<file path="config.mk">
export PLATFORM = sky130hd
export DESIGN_NAME = nibble_serial_adder
export DESIGN_NICKNAME = d
export VERILOG_FILES = /design/src/rtl/adder_pkg.sv /design/src/rtl/nibble_serial_adder_fa4.sv /design/src/rtl/nibble_serial_adder.sv
export SDC_FILE = /design/constraint.sdc
export NUM_CORES = 1
export LEC_CHECK = 0
export ABC_CLOCK_PERIOD_IN_PS = 2400
export CORE_ASPECT_RATIO = 0.75
export CORE_MARGIN = 2
export CORE_UTILIZATION = 52
export CTS_BUF_LIST = sky130_fd_sc_hd__clkbuf_8
export DETAILED_ROUTE_END_ITERATION = 16
export PLACE_DENSITY = 0.88
export SYNTH_ARGS = -nofsm -noshare
export SYNTH_HDL_FRONTEND = slang
export SYNTH_SLANG_ARGS = --single-unit
</file>
<file path="constraint.sdc">
create_clock -name clk -period 2.4 [get_ports clk]
set_input_delay 0.48 -clock clk [delete_from_list [all_inputs] [get_ports clk]]
set_output_delay 0.48 -clock clk [all_outputs]
set_load 0.005 [all_outputs]
</file>
<file path="src/rtl/adder_pkg.sv">
// -----------------------------------------------------------------------------
// adder_pkg
// Shared definitions for the nibble-serial adder:
//   add_state_t : control FSM states (IDLE, ADD, DONE)
//   NIBBLE_W    : width of one datapath step (the fa4 slice width)
// -----------------------------------------------------------------------------
package adder_pkg;

   typedef enum logic [1:0] {
      IDLE = 2'd0,
      ADD  = 2'd1,
      DONE = 2'd2
   } add_state_t;

   localparam int NIBBLE_W = 4;

endpackage : adder_pkg

</file>
<file path="src/rtl/nibble_serial_adder_fa4.sv">
// -----------------------------------------------------------------------------
// fa4
// 4-bit combinational ripple-carry adder, the datapath slice reused by
// nibble_serial_adder.
// Ports:
//   A, B  in  [3:0]  addends
//   Cin   in         carry into bit 0
//   S     out [3:0]  sum bits
//   Cout  out        carry out of bit 3
// -----------------------------------------------------------------------------
module fa4 (
   input  logic [3:0] A,
   input  logic [3:0] B,
   input  logic       Cin,
   output logic [3:0] S,
   output logic       Cout
);

   logic [4:0] c_s;

   assign c_s[0] = Cin;

   for (genvar i = 0; i < 4; i++) begin : g_bit
      assign S[i]     = A[i] ^ B[i] ^ c_s[i];
      assign c_s[i+1] = (A[i] & B[i]) | (c_s[i] & (A[i] ^ B[i]));
   end

   assign Cout = c_s[4];

endmodule : fa4

</file>
<file path="src/rtl/nibble_serial_adder.sv">
// -----------------------------------------------------------------------------
// nibble_serial_adder
// Adds two WIDTH-bit operands plus carry-in using a single fa4 slice, one
// nibble per cycle, least-significant nibble first. The inter-nibble carry is
// held in a register. Operands arrive on a valid/ready handshake, the result
// leaves on a second valid/ready handshake.
// WIDTH must be a multiple of 4 and at least 4.
// Ports:
//   clk        in            rising-edge clock
//   nrst       in            asynchronous active-low reset
//   in_valid   in            operands a, b, cin are presented
//   in_ready   out           high only while idle (operands accepted)
//   a, b       in  [WIDTH]   operands
//   cin        in            carry into nibble 0
//   out_valid  out           high only while the result is held
//   out_ready  in            downstream takes the result
//   sum        out [WIDTH]   registered result
//   cout       out           registered carry out of the top nibble
// -----------------------------------------------------------------------------
module nibble_serial_adder
   import adder_pkg::*;
#(
   parameter int WIDTH = 16
) (
   input  logic             clk,
   input  logic             nrst,
   input  logic             in_valid,
   output logic             in_ready,
   input  logic [WIDTH-1:0] a,
   input  logic [WIDTH-1:0] b,
   input  logic             cin,
   output logic             out_valid,
   input  logic             out_ready,
   output logic [WIDTH-1:0] sum,
   output logic             cout
);

   localparam int NIBBLES = WIDTH / NIBBLE_W;
   localparam int CNT_W   = (NIBBLES > 1) ? $clog2(NIBBLES) : 1;
   localparam logic [CNT_W-1:0] CNT_LAST = CNT_W'(NIBBLES - 1);
   localparam logic [CNT_W-1:0] CNT_ONE  = CNT_W'(1);

   add_state_t             state_q,  state_d;
   logic [WIDTH-1:0]       a_sh_q,   a_sh_d;
   logic [WIDTH-1:0]       b_sh_q,   b_sh_d;
   logic [WIDTH-1:0]       result_q, result_d;
   logic                   carry_q,  carry_d;
   logic [CNT_W-1:0]       cnt_q,    cnt_d;

   logic [NIBBLE_W-1:0]    fa_s;
   logic                   fa_cout;
   // New sum nibble enters at the top; the whole result slides down one
   // nibble, so after NIBBLES steps nibble 0 has reached the bottom.
   logic [WIDTH+NIBBLE_W-1:0] result_wide_s;

   fa4 u_fa4 (
      .A    (a_sh_q[NIBBLE_W-1:0]),
      .B    (b_sh_q[NIBBLE_W-1:0]),
      .Cin  (carry_q),
      .S    (fa_s),
      .Cout (fa_cout)
   );

   assign result_wide_s = {fa_s, result_q};

   // Next-state and datapath update for the IDLE/ADD/DONE sequence.
   always_comb begin
      state_d  = state_q;
      a_sh_d   = a_sh_q;
      b_sh_d   = b_sh_q;
      result_d = result_q;
      carry_d  = carry_q;
      cnt_d    = cnt_q;
      case (state_q)
         IDLE: begin
            if (in_valid) begin
               a_sh_d  = a;
               b_sh_d  = b;
               carry_d = cin;
               cnt_d   = '0;
               state_d = ADD;
            end else begin
               state_d = IDLE;
            end
         end
         ADD: begin
            result_d = result_wide_s[WIDTH+NIBBLE_W-1:NIBBLE_W];
            a_sh_d   = a_sh_q >> NIBBLE_W;
            b_sh_d   = b_sh_q >> NIBBLE_W;
            carry_d  = fa_cout;
            cnt_d    = cnt_q + CNT_ONE;
            if (cnt_q == CNT_LAST) begin
               state_d = DONE;
            end else begin
               state_d = ADD;
            end
         end
         DONE: begin
            if (out_ready) begin
               state_d = IDLE;
            end else begin
               state_d = DONE;
            end
         end
         default: begin
            state_d = IDLE;
         end
      endcase
   end

   // State, shift, result, carry and step-counter registers.
   always_ff @(posedge clk or negedge nrst) begin
      if (!nrst) begin
         state_q  <= IDLE;
         a_sh_q   <= '0;
         b_sh_q   <= '0;
         result_q <= '0;
         carry_q  <= 1'b0;
         cnt_q    <= '0;
      end else begin
         state_q  <= state_d;
         a_sh_q   <= a_sh_d;
         b_sh_q   <= b_sh_d;
         result_q <= result_d;
         carry_q  <= carry_d;
         cnt_q    <= cnt_d;
      end
   end

   // Handshake flags decode directly from the registered state.
   assign in_ready  = (state_q == IDLE);
   assign out_valid = (state_q == DONE);
   assign sum       = result_q;
   assign cout      = carry_q;

endmodule : nibble_serial_adder

</file>
==> out/qor.yml <==
worst_setup_path:
  reg2regPathDepth: 8
  reg_to_reg_critical_path_endpoint: "sum[15]"
  cp.buffers_inverters: 3
  reg_to_reg_start: "cout"
  worst_path_most_repeated_cell: "fa_1"
  crit_arrival_ns: 2.43
  timing_worst_setup_path_type: "reg -> reg"
  timing.reg2reg.setup_slack_ns: 0.20
  cp_slowest_stage_delay_ns: 0.43
  crit_path_start: "cout"
  crit_slowest_cell: "dfrtp_1"
  timing.critical_path.depth: 8
  timing.critical_path.to_type: "register"
  crit_fanout: 3
  cp_cell_sequence: "fa_1 -> inv_1 -> fa_1 -> inv_1 -> fa_1 -> inv_1 -> fa_1 -> mux2i_1"
  worst_path_dominant_cell_family: "adder cells"
  critPathCapture: "sum[15]"
  startpoint_type: "register"
  timing.critical_path.required_ns: 2.62
floorplan:
  initial_core_util: 0.554
  die_x_extent_um: 84.3
  core_um2: 4550
  die_height_um: 64.2
  die_area_um2: 5420
  io_pins: 56
  fp-row-count: 21
layout:
  num_antenna_cells: 0
  ff_latch_area_um2: 1330
  stdcell_count: 326
  final_cell_mix: "54 x clkdlybuf4s50_1, 53 x dfrtp_1, 35 x inv_1"
  fillers: 318
  final_core_utilization: 0.707
  most_common_library_cell_in_the_layout_ignoring_fill_and_taps: "clkdlybuf4s50_1"
  multi_input_area_um2: 951
  finalNetCount: 310
  drive_gt1_frac: 0.138
  flow.area_growth_from_synthesis_pct: 27.7
logic_synthesis:
  ys_ff_latch: 53
  syn-mean-instance-area_um2: 11.8
  synth_cell_types: 25
  syn-cell-area_um2: 2520
  postSynth.topFlopCell: "dfrtp_1"
  syn-instance-count: 214
  asyncSetResetFlopFracSynth: 1.00
  yosys_warnings: 0
  post_synth_edffs: 0
  synth.net_count: 256
  seq_area_frac_synth: 0.527
grt:
  global_route_usage_sum: 0.208
  grt_max_degree: 23
  global_route.overflow_total: 0
  initial_antenna_violation_count: 0
  first_pass_grt_wire_length_um: 8840
  vias_in_the_first_global_route: 1871
route:
  drt-initial-drc-count: 231
  drt-pass1-iter-count: 6
  post_detailed_route_via_to_cell_ratio: 5.82
  avgRoutedWirePerCell_um: 16.3
  postRouteWirelength_um: 5310
  remaining_drc_errors: 0
  route.vias.total: 1898
  drt.antenna.violating_nets: 0
sta:
  setup_total_negative_slack_ns: 0
  timing.final.setup_violations: 0
  fmax_mhz: 454
  relSlewSlack: 0.628
  finalHoldViolCount: 0
  fin_skew_ns: 0.00543
  final.setup.worst_slack_ns: 0.196
  unrepaired_setup_endpoints_after_global_routing: "no"
  maxSlewViolCount: 0
  max_slew.worst_pin.slew_ns: 0.558
  fin_crit_period_ns: 2.20
  final.period_utilization: 0.918
clock_tree:
  clock_sink_count: 53
  clk_path_buf_depth: 2
  numCtsBuffers: 5
  cts_tree: "built"
  clk_tree_root_cell: "clkbuf_8"
  cts_htree_levels: 2
  postCtsSetupBuffers: 0
  cts.hold.buffers_added: 0
  clock_insertion_delay_at_the_later_pin_of_the_skew_report_ns: 0.30
  worst_setup_hold_path_clk_slew_ns: 0.09
  cts_resized: 0
placed_design:
  place.detailed.hpwl_um: 3920
  routabilityCongestion: 0.816
  preCtsSetupSlack_ns: 0.202
  dp_cells: 318
  number_of_buffers_inserted_by_port_buffering: 55
power_and_ir_drop:
  leakagePower_nw: 1.40
  vdd_drop_max_uv: 649
  power.density_cell_area_nw_per_um2: 1290
worst_hold_path:
  min-delay-path-class: "in -> async"
status:
  run_status: "completed"
job:
  drv_cap: 0
how the worst min path moves through the flow:
stage | start | to | slack [ns]
after global placement | nrst | cnt_q[0] | 0.43
after CTS | nrst | sum[12] | 0.11
after global routing | nrst | sum[4] | 0.12
final | nrst | sum[0] | 0.1
after detailed placement | nrst | sum[3] | 0.44
after floorplan | nrst | a_sh_q[0] | 0.18
per-stage QoR:
| step | area, µm² | hold WS, ns | power [mW] |
|---|---|---|---|
| 6_report | 3210 | 0.0996 | 4.14 |
| 2_1_floorplan | 2520 | 0.184 | 2.90 |
| 3_5_place_dp | 3110 | 0.441 | 3.62 |
| 3_3_place_gp | 3110 | 0.432 | 3.49 |
| 4_1_cts | 3210 | 0.113 | 4.15 |
| 5_1_grt | 3210 | 0.122 | 4.43 |
flip-flops by register name, indices dropped and copies added, names as in the netlist:
register / cells
a_sh_q: 16
b_sh_q: 16
cnt_q: 2
cout: 1
state_q: 2
sum: 16
cell usage after synthesis, drive strengths merged (2+ instances only):
master / count / area (µm²)
buf: 12 / 87.6
or4b: 4 / 40.0
dfrtp: 53 / 1330
a222oi: 21 / 210
a22o: 2 / 17.5
nand2: 8 / 30.0
o221a: 4 / 45.0
fa: 4 / 80.1
inv: 35 / 131
nor2b: 23 / 144
o221ai: 8 / 70.1
clkbuf: 6 / 22.5
nand2b: 3 / 18.8
mux2: 14 / 158
nand3b: 8 / 60.1
mux2i: 3 / 30.0
logic make-up (layout without fill, tap and decap cells):
logic type / after synthesis / after routing / synth area share
AO/OA/AOI/OAI: 38 / 38 / 0.145
adder cells (fa/ha/maj): 5 / 5 / 0.0368
buffers and inverters: 53 / 108 / 0.0960
flip-flops: 53 / 53 / 0.527
multiplexers: 17 / 17 / 0.0746
AND/OR/NAND/NOR: 48 / 48 / 0.120
report_power, final:
group | internal, mW | total, mW | switching [mW]
registers | 1.35 | 1.59 | 0.245
clock network | 0.261 | 0.532 | 0.271
logic | 1.10 | 2.01 | 0.918
total | 2.70 | 4.14 | 1.43
worst register-to-register path, cell delays in order (launching register included):
cell and delay (ns):
dfrtp_1 0.43, fa_1 0.42, inv_1 0.09, fa_1 0.16
inv_1 0.05, fa_1 0.36, inv_1 0.07, fa_1 0.41
mux2i_1 0.14
cell type report:
| type | instances | area share |
|---|---|---|
| sequential | 53 | 0.413 |
| tap | 57 | 0.0222 |
| inverter | 35 | 0.0409 |
| clock inverter | 1 | 0.00156 |
| timing repair buffer | 65 | 0.197 |
| multi-input combinational | 108 | 0.296 |
| clock buffer | 7 | 0.0300 |
per-layer routing:
| layer | GRT usage | vias to the layer above | wire length (µm) |
|---|---|---|---|
| met5 | 0 | - | 0 |
| met4 | 0.0484 | 0 | 41 |
| met3 | 0.0491 | 4 | 359 |
| met2 | 0.335 | 81 | 2530 |
| met1 | 0.290 | 946 | 2370 |
| li1 | - | 867 | - |
No activity file was read; power rests on OpenSTA's default activity.
